**src/rtl/posit_add_arbiter_es3.sv**
```systemverilog
// Round-robin arbiter sharing one ES=3 posit adder pipeline among N_REQ requesters,
// with per-requester result slots and a tag pipe that routes each sum back to its owner.

package posit_es3_pkg;
    localparam int POSIT_ES3_FRAC_W             = 10;
    localparam int POSIT_ES3_SCALE_W            = 9;
    localparam int POSIT_ES3_SUM_FRAC_W         = 14;
    // {sign, zero, inf, scale, fraction-without-hidden-bit}
    localparam int POSIT_SERIALIZED_WIDTH_ES3     = 3 + POSIT_ES3_SCALE_W + POSIT_ES3_FRAC_W;
    // {sign, zero, inf, scale, hidden + fraction + guard bits + sticky}
    localparam int POSIT_SERIALIZED_WIDTH_SUM_ES3 = 3 + POSIT_ES3_SCALE_W + POSIT_ES3_SUM_FRAC_W;
endpackage

// Raw (unrounded) serialized posit adder, fixed 4-cycle start-to-done latency, no reset.
module positadd_4_raw_es3
    import posit_es3_pkg::*;
(
    input  logic                                      clk,
    input  logic                                      start,
    input  logic [POSIT_SERIALIZED_WIDTH_ES3-1:0]     in1,
    input  logic [POSIT_SERIALIZED_WIDTH_ES3-1:0]     in2,
    output logic [POSIT_SERIALIZED_WIDTH_SUM_ES3-1:0] result,
    output logic                                      done
);
    localparam int FW   = POSIT_ES3_FRAC_W;
    localparam int SW   = POSIT_ES3_SCALE_W;
    localparam int MW   = POSIT_ES3_SUM_FRAC_W;
    localparam int SH_W = $clog2(MW + 1);

    logic          a_sign, a_zero, a_inf, b_sign, b_zero, b_inf;
    logic [SW-1:0] a_scale, b_scale;
    logic [FW-1:0] a_frac, b_frac;
    logic [MW-1:0] a_mant, b_mant;
    logic          a_is_big;
    logic [SW:0]   scale_diff;
    logic [SH_W-1:0] shift_amt;

    assign {a_sign, a_zero, a_inf, a_scale, a_frac} = in1;
    assign {b_sign, b_zero, b_inf, b_scale, b_frac} = in2;

    // A zero operand contributes a zero mantissa, so the generic add path returns the other one.
    assign a_mant = a_zero ? '0 : {1'b1, a_frac, {(MW-FW-1){1'b0}}};
    assign b_mant = b_zero ? '0 : {1'b1, b_frac, {(MW-FW-1){1'b0}}};

    always_comb begin
        a_is_big = 1'b0;
        if (a_zero)
            a_is_big = 1'b0;
        else if (b_zero)
            a_is_big = 1'b1;
        else if (a_scale != b_scale)
            a_is_big = $signed(a_scale) > $signed(b_scale);
        else
            a_is_big = a_frac >= b_frac;

        scale_diff = a_is_big ? ({a_scale[SW-1], a_scale} - {b_scale[SW-1], b_scale})
                              : ({b_scale[SW-1], b_scale} - {a_scale[SW-1], a_scale});
        if (scale_diff[SW] || scale_diff > (SW+1)'(MW))
            shift_amt = SH_W'(MW);
        else
            shift_amt = scale_diff[SH_W-1:0];
    end

    // Stage 1: operands ordered by magnitude
    logic [MW-1:0]   s1_big_m_reg, s1_small_m_reg;
    logic [SH_W-1:0] s1_shift_reg;
    logic [SW-1:0]   s1_scale_reg;
    logic            s1_sign_reg, s1_sub_reg, s1_inf_reg;

    always_ff @(posedge clk) begin
        s1_big_m_reg   <= a_is_big ? a_mant : b_mant;
        s1_small_m_reg <= a_is_big ? b_mant : a_mant;
        s1_shift_reg   <= shift_amt;
        s1_scale_reg   <= a_is_big ? a_scale : b_scale;
        s1_sign_reg    <= a_is_big ? a_sign : b_sign;
        s1_sub_reg     <= a_sign ^ b_sign;
        s1_inf_reg     <= a_inf | b_inf;
    end

    // Stage 2: align the smaller mantissa, folding shifted-out bits into a sticky LSB
    logic [MW-1:0] align_mask, aligned_m;

    always_comb begin
        align_mask = ~({MW{1'b1}} << s1_shift_reg);
        aligned_m  = (s1_small_m_reg >> s1_shift_reg)
                   | {{(MW-1){1'b0}}, |(s1_small_m_reg & align_mask)};
    end

    logic [MW-1:0] s2_big_m_reg, s2_aligned_reg;
    logic [SW-1:0] s2_scale_reg;
    logic          s2_sign_reg, s2_sub_reg, s2_inf_reg;

    always_ff @(posedge clk) begin
        s2_big_m_reg   <= s1_big_m_reg;
        s2_aligned_reg <= aligned_m;
        s2_scale_reg   <= s1_scale_reg;
        s2_sign_reg    <= s1_sign_reg;
        s2_sub_reg     <= s1_sub_reg;
        s2_inf_reg     <= s1_inf_reg;
    end

    // Stage 3: magnitude add/subtract; big >= aligned so the difference never goes negative
    logic [MW:0]   s3_sum_reg;
    logic [SW-1:0] s3_scale_reg;
    logic          s3_sign_reg, s3_inf_reg;

    always_ff @(posedge clk) begin
        s3_sum_reg   <= s2_sub_reg ? ({1'b0, s2_big_m_reg} - {1'b0, s2_aligned_reg})
                                   : ({1'b0, s2_big_m_reg} + {1'b0, s2_aligned_reg});
        s3_scale_reg <= s2_scale_reg;
        s3_sign_reg  <= s2_sign_reg;
        s3_inf_reg   <= s2_inf_reg;
    end

    // Stage 4: normalise so the hidden bit sits at the fraction MSB
    logic [SH_W-1:0] lzc;
    logic            lz_found;
    logic [POSIT_SERIALIZED_WIDTH_SUM_ES3-1:0] norm_next;

    always_comb begin
        lzc      = '0;
        lz_found = 1'b0;
        for (int k = MW - 1; k >= 0; k--) begin
            if (!lz_found && s3_sum_reg[k]) begin
                lzc      = SH_W'(MW - 1 - k);
                lz_found = 1'b1;
            end
        end

        if (s3_inf_reg)
            norm_next = {3'b001, {SW{1'b0}}, {MW{1'b0}}};
        else if (s3_sum_reg == '0)
            norm_next = {3'b010, {SW{1'b0}}, {MW{1'b0}}};
        else if (s3_sum_reg[MW])
            norm_next = {s3_sign_reg, 2'b00, s3_scale_reg + SW'(1),
                         s3_sum_reg[MW:2], s3_sum_reg[1] | s3_sum_reg[0]};
        else
            norm_next = {s3_sign_reg, 2'b00, s3_scale_reg - SW'(lzc),
                         s3_sum_reg[MW-1:0] << lzc};
    end

    logic [3:0] done_pipe_reg;

    always_ff @(posedge clk) begin
        result        <= norm_next;
        done_pipe_reg <= {done_pipe_reg[2:0], start};
    end

    assign done = done_pipe_reg[3];
endmodule

module posit_add_arbiter_es3
    import posit_es3_pkg::*;
#(
    parameter int N_REQ = 4,
    parameter int LAT   = 4
) (
    input  logic                                            clk,
    input  logic                                            rst_n,
    input  logic [N_REQ-1:0]                                req_valid,
    output logic [N_REQ-1:0]                                req_ready,
    input  logic [N_REQ*POSIT_SERIALIZED_WIDTH_ES3-1:0]     req_in1,
    input  logic [N_REQ*POSIT_SERIALIZED_WIDTH_ES3-1:0]     req_in2,
    output logic [N_REQ-1:0]                                rsp_valid,
    input  logic [N_REQ-1:0]                                rsp_ready,
    output logic [N_REQ*POSIT_SERIALIZED_WIDTH_SUM_ES3-1:0] rsp_result,
    output logic                                            idle,
    output logic                                            err
);
    localparam int W     = POSIT_SERIALIZED_WIDTH_ES3;
    localparam int WS    = POSIT_SERIALIZED_WIDTH_SUM_ES3;
    localparam int IDX_W = (N_REQ > 1) ? $clog2(N_REQ) : 1;
    localparam int CNT_W = $clog2(LAT + 1);

    logic [N_REQ-1:0] busy_reg;
    logic [N_REQ-1:0] rsp_valid_reg;
    logic [WS-1:0]    slot_reg [N_REQ];
    logic [IDX_W-1:0] rr_ptr_reg;
    logic [CNT_W-1:0] blank_cnt_reg;
    logic             err_reg;
    logic [LAT-1:0]   tag_valid_reg;
    logic [IDX_W-1:0] tag_idx_reg [LAT];

    logic             blanking;
    logic [N_REQ-1:0] eligible;
    logic [N_REQ-1:0] rsp_hs;
    logic [N_REQ-1:0] grant_vec;
    logic             grant_any;
    logic [IDX_W-1:0] grant_idx;
    logic [IDX_W:0]   cand;

    logic [W-1:0]     add_in1, add_in2;
    logic [WS-1:0]    add_result;
    logic             add_done;
    logic             tag_out_valid;
    logic [IDX_W-1:0] tag_out_idx;
    logic             retire;
    logic             mismatch;

    assign blanking = (blank_cnt_reg != '0);

    genvar gi;
    generate
        for (gi = 0; gi < N_REQ; gi++) begin : g_req
            assign eligible[gi] = req_valid[gi] & ~busy_reg[gi] & ~blanking;
            assign rsp_hs[gi]   = rsp_valid_reg[gi] & rsp_ready[gi];
            assign rsp_result[gi*WS +: WS] = slot_reg[gi];
        end
    endgenerate

    // First eligible requester at or after rr_ptr, wrapping modulo N_REQ
    always_comb begin
        grant_vec = '0;
        grant_any = 1'b0;
        grant_idx = '0;
        cand      = '0;
        for (int k = 0; k < N_REQ; k++) begin
            cand = {1'b0, rr_ptr_reg} + (IDX_W+1)'(k);
            if (cand >= (IDX_W+1)'(N_REQ))
                cand = cand - (IDX_W+1)'(N_REQ);
            if (!grant_any && eligible[cand[IDX_W-1:0]]) begin
                grant_any = 1'b1;
                grant_idx = cand[IDX_W-1:0];
            end
        end
        if (grant_any)
            grant_vec[grant_idx] = 1'b1;
    end

    assign req_ready = grant_vec;
    assign add_in1   = req_in1[grant_idx*W +: W];
    assign add_in2   = req_in2[grant_idx*W +: W];

    positadd_4_raw_es3 u_add (
        .clk    (clk),
        .start  (grant_any),
        .in1    (add_in1),
        .in2    (add_in2),
        .result (add_result),
        .done   (add_done)
    );

    assign tag_out_valid = tag_valid_reg[LAT-1];
    assign tag_out_idx   = tag_idx_reg[LAT-1];
    // The adder is unreset, so its done line is only trusted once blanking has drained it
    assign retire        = ~blanking & add_done & tag_out_valid;
    assign mismatch      = ~blanking & (add_done != tag_out_valid);

    always_ff @(posedge clk or negedge rst_n) begin
        if (!rst_n) begin
            tag_valid_reg <= '0;
            for (int k = 0; k < LAT; k++)
                tag_idx_reg[k] <= '0;
        end else begin
            tag_valid_reg  <= {tag_valid_reg[LAT-2:0], grant_any};
            tag_idx_reg[0] <= grant_idx;
            for (int k = 1; k < LAT; k++)
                tag_idx_reg[k] <= tag_idx_reg[k-1];
        end
    end

    always_ff @(posedge clk or negedge rst_n) begin
        if (!rst_n) begin
            rr_ptr_reg    <= '0;
            blank_cnt_reg <= CNT_W'(LAT);
            err_reg       <= 1'b0;
        end else begin
            if (blanking)
                blank_cnt_reg <= blank_cnt_reg - CNT_W'(1);
            if (grant_any)
                rr_ptr_reg <= (grant_idx == IDX_W'(N_REQ - 1)) ? '0 : grant_idx + IDX_W'(1);
            if (mismatch)
                err_reg <= 1'b1;
        end
    end

    // busy guarantees a retire and a consume never target the same slot in one cycle
    always_ff @(posedge clk or negedge rst_n) begin
        if (!rst_n) begin
            busy_reg      <= '0;
            rsp_valid_reg <= '0;
            for (int k = 0; k < N_REQ; k++)
                slot_reg[k] <= '0;
        end else begin
            for (int k = 0; k < N_REQ; k++) begin
                if (grant_vec[k])
                    busy_reg[k] <= 1'b1;
                else if (rsp_hs[k])
                    busy_reg[k] <= 1'b0;

                if (retire && tag_out_idx == IDX_W'(k)) begin
                    rsp_valid_reg[k] <= 1'b1;
                    slot_reg[k]      <= add_result;
                end else if (rsp_hs[k]) begin
                    rsp_valid_reg[k] <= 1'b0;
                end
            end
        end
    end

    assign rsp_valid = rsp_valid_reg;
    assign err       = err_reg;
    assign idle      = ~blanking & ~(|busy_reg) & ~(|tag_valid_reg) & ~(|rsp_valid_reg);
endmodule

```
**config.mk**
```make
export PLATFORM = sky130hd
export DESIGN_NAME = posit_add_arbiter_es3
export DESIGN_NICKNAME = d
export VERILOG_FILES = /design/src/rtl/posit_add_arbiter_es3.sv
export SDC_FILE = /design/constraint.sdc
export NUM_CORES = 1
export LEC_CHECK = 0
export ABC_AREA = 0
export CAP_MARGIN = 20
export CORE_ASPECT_RATIO = 0.75
export CORE_MARGIN = 1.5
export CORE_UTILIZATION = 40
export CTS_BUF_LIST = sky130_fd_sc_hd__clkbuf_16
export DETAILED_ROUTE_END_ITERATION = 7
export DONT_BUFFER_PORTS = 1
export GPL_TIMING_DRIVEN = 1
export PLACE_DENSITY = 0.57
export SKIP_CTS_REPAIR_TIMING = 1
export SYNTH_ARGS = -nofsm -noshare
export SYNTH_HDL_FRONTEND = slang
export SYNTH_HIERARCHICAL = 1
export SYNTH_SLANG_ARGS = --single-unit
export TNS_END_PERCENT = 100
```
**constraint.sdc**
```tcl
create_clock -name clk -period 9.1 [get_ports clk]
set_input_delay 0.455 -clock clk [delete_from_list [all_inputs] [get_ports clk]]
set_output_delay 0.455 -clock clk [all_outputs]
set_load 0.03 [all_outputs]
```
### Yosys cells after proc, flatten, opt, wreduce, memory -nomap -nowiden

Cells that the tools add are included.
W data, S select, Z words.

* bits in registers: 270
* bits in latches: 0
* bits in writable memories: 0
* memory bits (read-only): 0
* input bits: 186
* output and inout port bits: 114
* word-level logic and storage cells: 241
* memories: 0

* add/sub/neg operators: 15
* $mul: 1
* div/mod/pow operators: 0
* order comparisons: 13
* eq/ne operators: 6
* shift operators: 5
* multiplexer cells: 75
* bitwise operators: 32
* reduce and logical (&&, ||, !) cells: 54

Operator list (count)
* $shiftx A88 B8 Y22: 2
* $mux W14: 4
* $mux W1: 39
* $mux W4: 7
* $mux W25: 1
* $mux W23: 1
* $mux W2: 11
* $logic_and A1 B1 Y1: 21
* $sub A9 B9 Y10: 2
* $and A1 B1 Y1: 18
* $logic_not A1 Y1: 16
* $reduce_bool A2 Y1: 8
* $add A14 B14 Y15: 1
* $logic_not A15 Y1: 1
* $lt A2 B3 Y1 const B: 5
* $mux W15: 1
* $sub A14 B14 Y15: 1
* $and A14 B14 Y14: 1
* $not A14 Y14: 1
* $or A14 B1 Y14: 1
* $reduce_or A14 Y1: 1
* $shl A14 B4 Y14: 1
* $shl A14 B4 Y14 const A: 1
* $shr A14 B4 Y14: 1
* other kinds (31): 55

### Logic depth before layout (Yosys ltp)

Gate-level depths: netlist of the first run.

* word-level depth: 43
* gate-level depth with buffers: 22
* gate-level depth less buffers: 19

### Modules after synthesis

Netlist of the first run, hierarchy kept.

Modules (own cells, without submodules)
* positadd_4_raw_es3: times used 1, cells an instance 761, area each 6769.0 µm², seq. area each 2622.5 µm²
* posit_add_arbiter_es3: times used 1, cells an instance 463, area each 6384.9 µm², seq. area each 3254.4 µm²

### Worst setup path after synthesis of the first run

No wires, ideal clock.

* kind: reg-to-reg
* start point: register blank_cnt_reg[0]
* end point: register u_add.s1_shift_reg[0]
* library setup time: 0.103 ns
* arrival time: 4.499 ns
* data required time: 8.997 ns
* path slack: 4.498 ns
* cell stages (with the launch flop): 22
* path buffers: 3
* clock period less this slack: 4.602 ns
* cell sequence: dfrtp_1 inv_1 ha_1 and4bb_2 o22ai_1 o32ai_2 buf_6 buf_6 mux2i_1 mux2i_1 inv_1 fa_1 nand2b_1 a211oi_2 nor4_1 a21o_1 a31oi_2 buf_2 nand4_1 nand3_1 nand4_1 a2111oi_2

* longest elaborated chain between the ends: 24
* elaborated cells between the ends (all ways): 41
* those cells by class: 2 x add/sub; 1 x mul; 3 x order compare; 1 x eq/ne; 2 x shift; 19 x mux; 5 x bitwise; 8 x reduce/logical

Ends and longest elaborated chain
* from (decl): line 179 `logic [CNT_W-1:0] blank_cnt_reg;`
* from (signal assigned): line 265 `blank_cnt_reg <= CNT_W'(LAT);`
* from (signal assigned): line 269 `blank_cnt_reg <= blank_cnt_reg - CNT_W'(1);`
* $reduce_bool A3 Y1 (*): line 200 `assign blanking = (blank_cnt_reg != '0);`
* $not A1 Y1 (*): line 205 `assign eligible[gi] = req_valid[gi] & ~busy_reg[gi] & ~blanking;`
* $and A1 B1 Y1: line 205
* $bmux W1 S2: line 221 `if (!grant_any && eligible[cand[IDX_W-1:0]]) begin`
* $mux W1 (implied by the code): line 221
* $mux W1: line 221
* $logic_not A1 Y1: line 221
* $logic_and A1 B1 Y1: line 221
* [... 9 more ...]
* via add_in1[11]: line 192 `logic [W-1:0] add_in1, add_in2;`
* $gt A9 B9 Y1 or $ne A9 B9 Y1 (tied branches): line 52, 51
* $mux W1: line 51 `else if (a_scale != b_scale)`
* $mux W1: line 49 `else if (b_zero)`
* $mux W1: line 47 `if (a_zero)`
* $mux W10 (*): line 56 `scale_diff = a_is_big ? ({a_scale[SW-1], a_scale} - {b_scale[SW-1], b_scale})`
* $gt A10 B4 Y1: line 58 `if (scale_diff[SW] || scale_diff > (SW+1)'(MW))`
* $logic_or A1 B1 Y1: line 58
* to (signal assigned): line 73 `s1_shift_reg <= shift_amt;`
* to (decl): line 66 `logic [SH_W-1:0] s1_shift_reg;`

Mark *: on every way through the listed nets, which the timed path passes. The rest lies on a longest branch. The select of a mux whose other input is x is not followed.
A chain may end at the register's enable or synchronous reset.

### Final worst setup path of the first run

Ends and elaborated chain as after synthesis.

==> impl_metrics.env, run 1 <==
export IMPL_yosys_mux_area_fraction_pct=21.82
export IMPL_cp_data_required_time_ns=9.53
export IMPL_path_common_cell="mux2i_1"
export IMPL_synth_compound_area_share_pct=10.40
export IMPL_crit_buf_inv=4
export IMPL_die_w_um=212.4
export IMPL_globalRoute_totalOverflow=0
export IMPL_drtIter0Drc=639
export IMPL_drive_gt1_share_pct=10.15
export IMPL_rsz0062_at_grt="false"
export IMPL_drt_wl_total_um=31720
export IMPL_finalHoldViolations=0
export IMPL_die_height_um=160.0
export IMPL_diodes=0
export IMPL_htreeDepth=1
export IMPL_grtUsageTotal_pct=18.13
export IMPL_synth_seq_cells=261
export IMPL_fmax_ghz=0.1567
export IMPL_netlist_cell_type_count=79
export IMPL_crit_slowest_cell="buf_4"
export IMPL_clockRootBuffer="clkbuf_16"
export IMPL_grt_max_degree=131
export IMPL_vias_per_cell=5.344
export IMPL_syn2layout_area_growth_pct=9.607
export IMPL_crit_chain="inv_1, ha_1, and4bb_2, o22ai_1, o32ai_4, buf_4, buf_4, mux2i_1, mux2i_1, inv_1, fa_1, nand2b_1, a211oi_2, nor4_1, a21o_1, a31oi_4, mux2i_1, xor2_1, nand4_1, a2111oi_2"
export IMPL_antenna_found_initial=2
export IMPL_initial_core_util_pct=40.63
export IMPL_ant_nets=0
export IMPL_synth_warnings=6
export IMPL_skew_ns=0.02599
export IMPL_yosys_top_cells_area="dfrtp_1 25%, dfxtp_1 20%, mux2i_1 12%, mux2_1 5.9%, ha_1 5.0%"
export IMPL_final_nets=1453
export IMPL_wl_met2_um=14340
export IMPL_tightest_slew_ns=0.9622
export IMPL_worstSetupEndpointType="flop"
export IMPL_dp_hpwl_um=24180
export IMPL_routedWlPerCell_um=18.95
export IMPL_largest_register_ffs=104
export IMPL_synth_top_cell_by_area="dfrtp_1"
export IMPL_synth_top_family_by_area="multiplexers"
export IMPL_synth_xor_area_share_pct=3.063
export IMPL_rows=57
export IMPL_synth_top_flop_cell="dfxtp_1"
export IMPL_dp_slack_ns=2.742
export IMPL_hold_class="in -> reg"
export IMPL_synthAdderAreaFrac_pct=5.498
export IMPL_power_density_nw_per_um2=470.8
export IMPL_synth_edf_count=0
export IMPL_coreArea_um2=32380
export IMPL_ios=300
export IMPL_p_leak_uw=0.006539
export IMPL_cts_tree="done"
export IMPL_setup_viol=0
export IMPL_crit_family="compound AO/OA/AOI/OAI gates"
export IMPL_finalCriticalPeriod_ns=6.380
export IMPL_synth_simple_gate_area_share_pct=10.37
export IMPL_clock_latency_ns=0.55
export IMPL_critical_path_class="reg -> reg"
export IMPL_fin_setup_tns_ns=0
export IMPL_synth_top_area_share_pct=24.54
export IMPL_timing_final_crit_share_pct=70.11
export IMPL_drv_slew=0
export IMPL_place_area_um2=13510
export IMPL_final_cell_area_um2=14420
export IMPL_grt_pass1_vias=8808
export IMPL_top_layer_used="met4"
export IMPL_start_kind="flop"
export IMPL_syn_area_per_cell_um2=10.75
export IMPL_die_area_um2=33990
export IMPL_syn_num_nets=1466
export IMPL_cp_arrival_ns=6.81
export IMPL_synthArstFlopShare_pct=49.81
export IMPL_status="complete, no violations"
export IMPL_syn_area_um2=13150
export IMPL_path_clk_slew_ns=0.07
export IMPL_cts_buffers=27
export IMPL_fin_ws_ns=2.720
export IMPL_cts_sinks=261
export IMPL_cap_violations=0
export IMPL_wl_met3_um=2204
export IMPL_io_buffers=0
export IMPL_cts_buffer_depth=3
export IMPL_netlist_instances=1224
export IMPL_vdd_ir_drop_worst_mv=0.3289
export IMPL_ys_seq_area_share_pct=44.68
export IMPL_slew_headroom_pct=35.70
export IMPL_drc=0
export IMPL_critPathMaxStageDelay_ns=0.67
export IMPL_grt_pass1_wl_um=49130
export IMPL_first_pass_iters=5
export IMPL_cp_max_fo=48
export IMPL_wl_met1_um=14620
export IMPL_via_count=8946
export IMPL_place_gp_congestion=0.9289
==> through the flow <==
stage / utilization, % / cells / power (µW) / hold slack, ns
global placement: 41.73 / 1620 / 5728 / 0.1618
CTS: 44.35 / 1670 / 6831 / -0.4332
global route: 44.53 / 1674 / 7318 / 0.06251
detailed placement: 41.73 / 1620 / 5764 / 0.1621
floorplan: - / 1224 / 4986 / 0.1594
finish: 44.53 / 1674 / 6788 / 0.07628
==> synth_stat cells (33+ instances only) <==
cell type,instances
mux2i_1,163
dfxtp_1,131
dfrtp_1,129
nor2_1,88
mux2_1,69
inv_1,60
nand2_1,58
ha_1,53
a21oi_1,49
mux2_2,41
o21ai_0,34
xnor2_1,33
==> final timing paths <==
kind / startpoint / endpoint / slack (ns) / depth (start not counted)
worst min-delay path: rsp_ready[0] / rsp_valid[0]$_DFFE_PN0P_ / 0.08 / 2
worst max-delay path: blank_cnt_reg[0]$_DFFE_PN0P_ / u_add/s1_shift_reg[0]$_SDFF_PP0_ / 2.72 / 20
min in group asynchronous: rst_n / rsp_result[47]$_DFFE_PN0P_ / 0.56 / 2
worst min register to register: u_add/s2_inf_reg$_DFF_P_ / u_add/s3_inf_reg$_DFF_P_ / 0.31 / 0
worst max register to register: blank_cnt_reg[0]$_DFFE_PN0P_ / u_add/s1_shift_reg[0]$_SDFF_PP0_ / 2.72 / 20
max in group asynchronous: rst_n / rsp_result[35]$_DFFE_PN0P_ / 8.07 / 2
==> layout make-up <==
| class | instances | area [µm²] |
|---|---|---|
| Fill cell | 3122 | 17960 |
| Inverter | 63 | 236.5 |
| Multi-Input combinational cell | 844 | 6769 |
| Clock inverter | 22 | 148.9 |
| Tap cell | 442 | 553.0 |
| Clock buffer | 28 | 700.7 |
| Timing Repair Buffer | 14 | 132.6 |
| Sequential cell | 261 | 5877 |
==> cell usage in the layout, fill, tap and decap left out, drive strengths merged, types with 12 or more instances in the layout <==
cell type	n
mux2i	163
dfxtp	131
dfrtp	129
mux2	110
nor2	89
inv	67
nand2	59
ha	53
a21oi	50
o21ai	49
xnor2	33
clkbuf	28
nor3	20
a21o	17
nand2b	16
o31ai	14
nor4	14
clkinv	14
xor2	13
nand3	12
==> power breakdown <==
part / switching, µW / leakage, µW / internal, µW / total, µW
Clock: 469 / 0.000418 / 569 / 1040
Sequential: 793 / 0.00280 / 1620 / 2410
Combinational: 1870 / 0.00333 / 1470 / 3340
Total: 3130 / 0.00654 / 3660 / 6790
==> routing by layer <==
metal  vias up  global-route usage, %
met1      4250                  24.53
met4         0                  4.126
met2       320                  29.60
li1       4337                      -
met3        39                  3.815
met5         -                      0
==> kinds of logic (layout without fill, tap and decap cells) <==
family,Yosys count,count (layout)
fa+ha+maj,56,56
compound gates,203,203
buf+inv,119,127
mux,273,273
flops,261,261
simple gates,266,266
xor+xnor,46,46
No activity file was read; power rests on OpenSTA's default activity.
==> run 2: changes to the inputs <==
- clock period: 9.1 -> 5.9 ns (I/O delays scaled with it)
==> run 2 against run 1 <==
Compared with the run above: sequential share of layout area fell by 0.18 points; hold slack got worse by 0.051 ns; via count fell by 0.63%; clock skew fell by 0.0024 ns; sequential power rose by 54%; total power rose by 56%; critical path type unchanged; largest power group unchanged; highest routed layer unchanged.
==> impl_metrics.env, run 2 (same netlist as run 1, synthesis figures left out) <==
export IMPL_dp_cells=1623
export IMPL_reg2regPathDepth=19
export IMPL_cts_tree="done"
export IMPL_largest_register_ffs=104
export IMPL_timing_final_crit_share_pct=90.87
export IMPL_place_area_um2=13550
export IMPL_drt_wl_total_um=31870
export IMPL_status="complete, no violations"
export IMPL_drive_gt1_share_pct=10.03
export IMPL_final_nets=1458
export IMPL_cp_data_required_time_ns=6.37
export IMPL_initial_core_util_pct=40.63
export IMPL_drc=0
export IMPL_die_height_um=160.0
export IMPL_fill_cells=3092
export IMPL_cp_max_fo=54
export IMPL_via_count=8890
export IMPL_routedWlPerCell_um=18.98
export IMPL_final_cells=1679
export IMPL_die_area_um2=33990
export IMPL_io_buffers=0
export IMPL_die_w_um=212.4
export IMPL_cap_violations=0
export IMPL_finalCriticalPeriod_ns=5.361
export IMPL_drtIter0Drc=746
export IMPL_timing_rr_end="u_add/s1_small_m_reg[9]$_DFF_P_"
export IMPL_vias_per_cell=5.295
export IMPL_path_clk_slew_ns=0.06
export IMPL_syn2layout_area_growth_pct=10.10
export IMPL_worstReg2RegStart="blank_cnt_reg[0]$_DFFE_PN0P_"
export IMPL_p_leak_uw=0.006571
export IMPL_slew_headroom_pct=36.75
export IMPL_min_delay_start="rsp_ready[1]"
export IMPL_setup_viol=0
export IMPL_ant_nets=0
export IMPL_rows=57
export IMPL_first_pass_iters=5
export IMPL_grt_pass1_wl_um=49110
export IMPL_clockRootBuffer="clkbuf_16"
export IMPL_vdd_ir_drop_worst_mv=0.4352
export IMPL_tightest_slew_ns=0.9466
export IMPL_fmax_ghz=0.1865
export IMPL_finalHoldViolations=0
export IMPL_worstSetupEndpointType="flop"
export IMPL_htreeDepth=1
export IMPL_mostFrequentLayoutCells="163 x mux2i_1, 131 x dfxtp_1, 129 x dfrtp_1, 88 x nor2_1, 69 x mux2_1"
export IMPL_cp_arrival_ns=5.83
export IMPL_crit_chain="inv_1, ha_1, and4bb_2, o22ai_1, o32ai_4, buf_12, buf_4, mux2i_1, mux2i_1, inv_1, ha_1, nand2b_1, a31oi_1, o211ai_1, o21ai_1, a31oi_4, buf_4, and2_1, a22o_1"
export IMPL_cts_sinks=261
export IMPL_layout_commonest_cell="mux2i_1"
export IMPL_ios=300
export IMPL_cts_buffer_depth=3
export IMPL_rsz0062_at_grt="false"
export IMPL_hold_depth=2
export IMPL_start_kind="flop"
export IMPL_place_gp_congestion=0.8685
export IMPL_grt_pass1_vias=8707
export IMPL_critical_path_class="reg -> reg"
export IMPL_reg2reg_setup_slack_ns=0.54
export IMPL_holdPathEnd="busy_reg[1]$_DFFE_PN0P_"
export IMPL_final_cell_area_um2=14480
export IMPL_cts_buffers=27
export IMPL_fin_setup_tns_ns=0
export IMPL_crit_slowest_cell="buf_4"
export IMPL_globalRoute_totalOverflow=0
export IMPL_coreArea_um2=32380
export IMPL_power_density_nw_per_um2=730.4
export IMPL_grtUsageTotal_pct=18.26
export IMPL_final_util_pct=44.73
export IMPL_antenna_found_initial=2
export IMPL_hold_ws_ns=0.02495
export IMPL_drv_slew=0
export IMPL_dp_hpwl_um=24530
export IMPL_clock_latency_ns=0.54
export IMPL_critPathMaxStageDelay_ns=0.55
export IMPL_grt_max_degree=131
export IMPL_hold_class="in -> reg"
export IMPL_skew_ns=0.02357
## run 2: changes by cell type in the layout (fill, tap and decap cells not counted), moves of 2 or more
cell | previous run | this run
clkinv_2 | 6 | 4
clkinv_4 | 4 | 1
dlygate4sd3_1 | 3 | 5
buf_4 | 10 | 12
inv_1 | 62 | 64
bufinv_16 | 0 | 2
## run 2: per-stage QoR
stage               power, µW  worst slack (ns)
detailed placement       8959            0.5127
CTS                     10620            0.4660
finish                  10580            0.5388
global placement         8928            0.6198
floorplan                7690             1.298
global route            11400           0.09087
## run 2: layout make-up
cell class / count / area, µm² / share of cell area, %
Antenna cell: 1 / 2.502 / 0.01728
Clock buffer: 27 / 675.6 / 4.665
Clock inverter: 22 / 181.4 / 1.253
Inverter: 63 / 236.5 / 1.633
Multi-Input combinational cell: 844 / 6769 / 46.74
Sequential cell: 261 / 5877 / 40.58
Tap cell: 442 / 553.0 / 3.819
Timing Repair Buffer: 19 / 187.7 / 1.296
## run 2: critical path, delay by kind of cell, from the launching register on
family | cells | cell delay, ns
buffers and inverters | 5 | 1.54
AOI/OAI and AO/OA | 7 | 1.49
and+or+nand+nor | 3 | 0.84
adders and majority gates | 2 | 0.54
muxes | 2 | 0.42
DFF | 1 | 0.39
## run 2: where the power goes
part | internal, µW | switching, µW | leakage (µW)
sequential | 2500 | 1210 | 0.00280
combinational | 2290 | 2960 | 0.00335
clock | 928 | 694 | 0.000425
total | 5710 | 4870 | 0.00657
## run 2: worst max path at each step
stage,start,end,slack (ns)
2_1_floorplan,blank_cnt_reg[0]$_DFFE_PN0P_,u_add/s1_shift_reg[0]$_SDFF_PP0_,1.30
3_3_place_gp,blank_cnt_reg[0]$_DFFE_PN0P_,u_add/s1_small_m_reg[7]$_DFF_P_,0.62
4_1_cts,blank_cnt_reg[0]$_DFFE_PN0P_,u_add/s1_small_m_reg[9]$_DFF_P_,0.47
5_1_grt,blank_cnt_reg[0]$_DFFE_PN0P_,u_add/s1_small_m_reg[9]$_DFF_P_,0.09
6_report,blank_cnt_reg[0]$_DFFE_PN0P_,u_add/s1_small_m_reg[9]$_DFF_P_,0.54
3_5_place_dp,blank_cnt_reg[0]$_DFFE_PN0P_,u_add/s1_small_m_reg[5]$_DFF_P_,0.51
## run 2: layer usage
layer / vias to the layer above / global-route usage [%] / wire (µm)
met5: - / 0 / 0
met1: 4183 / 25.74 / 14940
met2: 317 / 28.95 / 14160
met3: 44 / 3.324 / 2111
li1: 4346 / - / -
met4: 0 / 4.159 / 656
==> run 3: changes to the inputs <==
==> constraint.sdc (replaced) <==
create_clock -name clk -period 5.9 [get_ports clk]
set_input_delay 0.59 -clock clk [delete_from_list [all_inputs] [get_ports clk]]
set_output_delay 0.59 -clock clk [all_outputs]
set_load 0.03 [all_outputs]
==> run 3 against run 2 <==
Compared with the run above: hold slack lost 0.025 ns; first-iteration DRC count grew 7.4%; sequential share of layout area grew 0.26 points; largest cell class unchanged; total power shrank 0.60%; core utilization shrank 0.29 points; highest routed layer unchanged; largest power group unchanged; setup slack lost 0.10 ns; critical path depth is the same; critical path type unchanged; clock power shrank 6%; sequential cell count is the same; global-route usage grew 0.33 points; non-clock buffer count shrank 4.
==> impl_metrics.env, run 3 (same netlist as run 1, synthesis figures left out) <==
export IMPL_cts_tree="done"
export IMPL_cp_data_required_time_ns=6.35
export IMPL_routedWlPerCell_um=19.60
export IMPL_globalRoute_totalOverflow=0
export IMPL_diodes=0
export IMPL_io_buffers=0
export IMPL_start_kind="flop"
export IMPL_drv_slew=0
export IMPL_ios=300
export IMPL_place_area_um2=13550
export IMPL_cts_buffers=26
export IMPL_power_density_nw_per_um2=730.7
export IMPL_p_comb_share_pct=50.0
export IMPL_pwr_share_clk_pct=14.5
export IMPL_timing_rr_end="u_add/s1_small_m_reg[11]$_DFF_P_"
export IMPL_largest_register_ffs=104
export IMPL_vias_per_cell=5.403
export IMPL_mostFrequentLayoutCells="162 x mux2i_1, 131 x dfxtp_1, 129 x dfrtp_1, 88 x nor2_1, 69 x mux2_1"
export IMPL_seqPwrFrac_pct=35.5
export IMPL_finalCriticalPeriod_ns=5.463
export IMPL_final_cell_area_um2=14390
export IMPL_drc=0
export IMPL_coreArea_um2=32380
export IMPL_crit_start="blank_cnt_reg[0]$_DFFE_PN0P_"
export IMPL_die_height_um=160.0
export IMPL_drtIter0Drc=801
export IMPL_initial_core_util_pct=40.63
export IMPL_grtUsageTotal_pct=18.58
export IMPL_cts_buffer_depth=3
export IMPL_setup_viol=0
export IMPL_netSwitchingPower_uw=4875
export IMPL_skew_ns=0.03309
export IMPL_first_pass_iters=6
export IMPL_cts_sinks=261
export IMPL_die_area_um2=33990
export IMPL_antenna_found_initial=2
export IMPL_critical_path_class="reg -> reg"
export IMPL_drt_wl_total_um=32790
export IMPL_htreeDepth=1
export IMPL_worstReg2RegStart="blank_cnt_reg[0]$_DFFE_PN0P_"
export IMPL_rows=57
export IMPL_cp_arrival_ns=5.92
export IMPL_slew_headroom_pct=33.60
export IMPL_vdd_ir_drop_worst_mv=0.3330
export IMPL_clockRootBuffer="clkbuf_16"
export IMPL_via_count=9039
export IMPL_worstSetupEndpointType="flop"
export IMPL_place_gp_congestion=0.8770
export IMPL_final_nets=1453
export IMPL_rsz0062_at_grt="false"
export IMPL_fmax_ghz=0.1830
export IMPL_cp_max_fo=41
export IMPL_grt_pass1_wl_um=50270
export IMPL_p_int_uw=5639
export IMPL_dp_hpwl_um=24790
export IMPL_syn2layout_area_growth_pct=9.388
export IMPL_tightest_slew_ns=0.9936
export IMPL_layout_commonest_cell="mux2i_1"
export IMPL_die_w_um=212.4
export IMPL_timing_final_crit_share_pct=92.60
export IMPL_grt_max_degree=131
export IMPL_swShare_pct=46.37
export IMPL_reg2regPathDepth=19
export IMPL_path_clk_slew_ns=0.06
export IMPL_drive_gt1_share_pct=9.829
export IMPL_hold_class="in -> async"
export IMPL_status="complete, no violations"
export IMPL_cap_violations=0
export IMPL_grt_pass1_vias=8835
export IMPL_p_leak_uw=0.006540
export IMPL_reg2reg_setup_slack_ns=0.44
export IMPL_finalHoldViolations=0
export IMPL_clock_latency_ns=0.54
export IMPL_fin_setup_tns_ns=0
export IMPL_ant_nets=0
export IMPL_fill_cells=3114
-- run 3: metrics by stage --
step	instances	power, µW	hold WS, ns	setup slack [ns]	util, %
after detailed placement	1623	8953	0.2972	0.4511	41.83
after global placement	1623	8897	0.2969	0.5756	41.83
after global routing	1673	11310	0.07061	0.04954	44.44
final	1673	10510	0.0001340	0.4367	44.44
after floorplan	1224	7690	0.2944	1.298	-
after CTS	1671	10510	-0.2798	0.4114	44.29
-- run 3: worst max-delay path: stages, from the launching register on --
cell,delay (ns)
dfrtp_1,0.39
inv_1,0.10
ha_1,0.26
and4bb_2,0.34
o22ai_1,0.14
o32ai_4,0.49
clkbuf_16,0.36
mux2i_1,0.12
mux2i_1,0.27
inv_1,0.08
ha_1,0.23
fa_1,0.42
nand2b_1,0.20
a211oi_2,0.23
nor4_1,0.10
a21o_1,0.22
a31oi_4,0.36
buf_4,0.46
and2_1,0.37
a22o_1,0.19
-- run 3: power by group through the flow --
stage                     registers [µW]  logic [µW]  clock network [µW]
after floorplan                     3380        4310                   0
after global placement              3750        5150                   0
after detailed placement            3760        5190                   0
after CTS                           3730        5210                1570
after global routing                3830        5830                1650
final                               3730        5260                1520
-- run 3: worst max-delay path by stage --
stage                                             endpoint  slack (ns)  depth (start not counted)
final                     u_add/s1_small_m_reg[11]$_DFF_P_        0.44                         19
after global routing      u_add/s1_shift_reg[0]$_SDFF_PP0_        0.05                         20
after CTS                 u_add/s1_shift_reg[0]$_SDFF_PP0_        0.41                         19
after detailed placement  u_add/s1_shift_reg[0]$_SDFF_PP0_        0.45                         19
after global placement    u_add/s1_shift_reg[0]$_SDFF_PP0_        0.58                         19
after floorplan           u_add/s1_shift_reg[0]$_SDFF_PP0_        1.30                         21
-- run 3: layout make-up --
| class | count | area, µm² | area share [%] |
|---|---|---|---|
| Sequential cell | 261 | 5877 | 40.84 |
| Clock inverter | 22 | 145.1 | 1.009 |
| Multi-Input combinational cell | 844 | 6773 | 47.07 |
| Timing Repair Buffer | 15 | 153.9 | 1.070 |
| Clock buffer | 26 | 650.6 | 4.522 |
| Inverter | 63 | 236.5 | 1.643 |
| Tap cell | 442 | 553.0 | 3.843 |
-- run 3: routing by layer --
layer	part of all wire, %	global-route usage, %	vias to the layer above
met1	46	25.48	4299
li1	-	-	4338
met5	0	0	-
met3	7.5	3.835	48
met4	2.4	4.481	0
met2	44	29.89	354
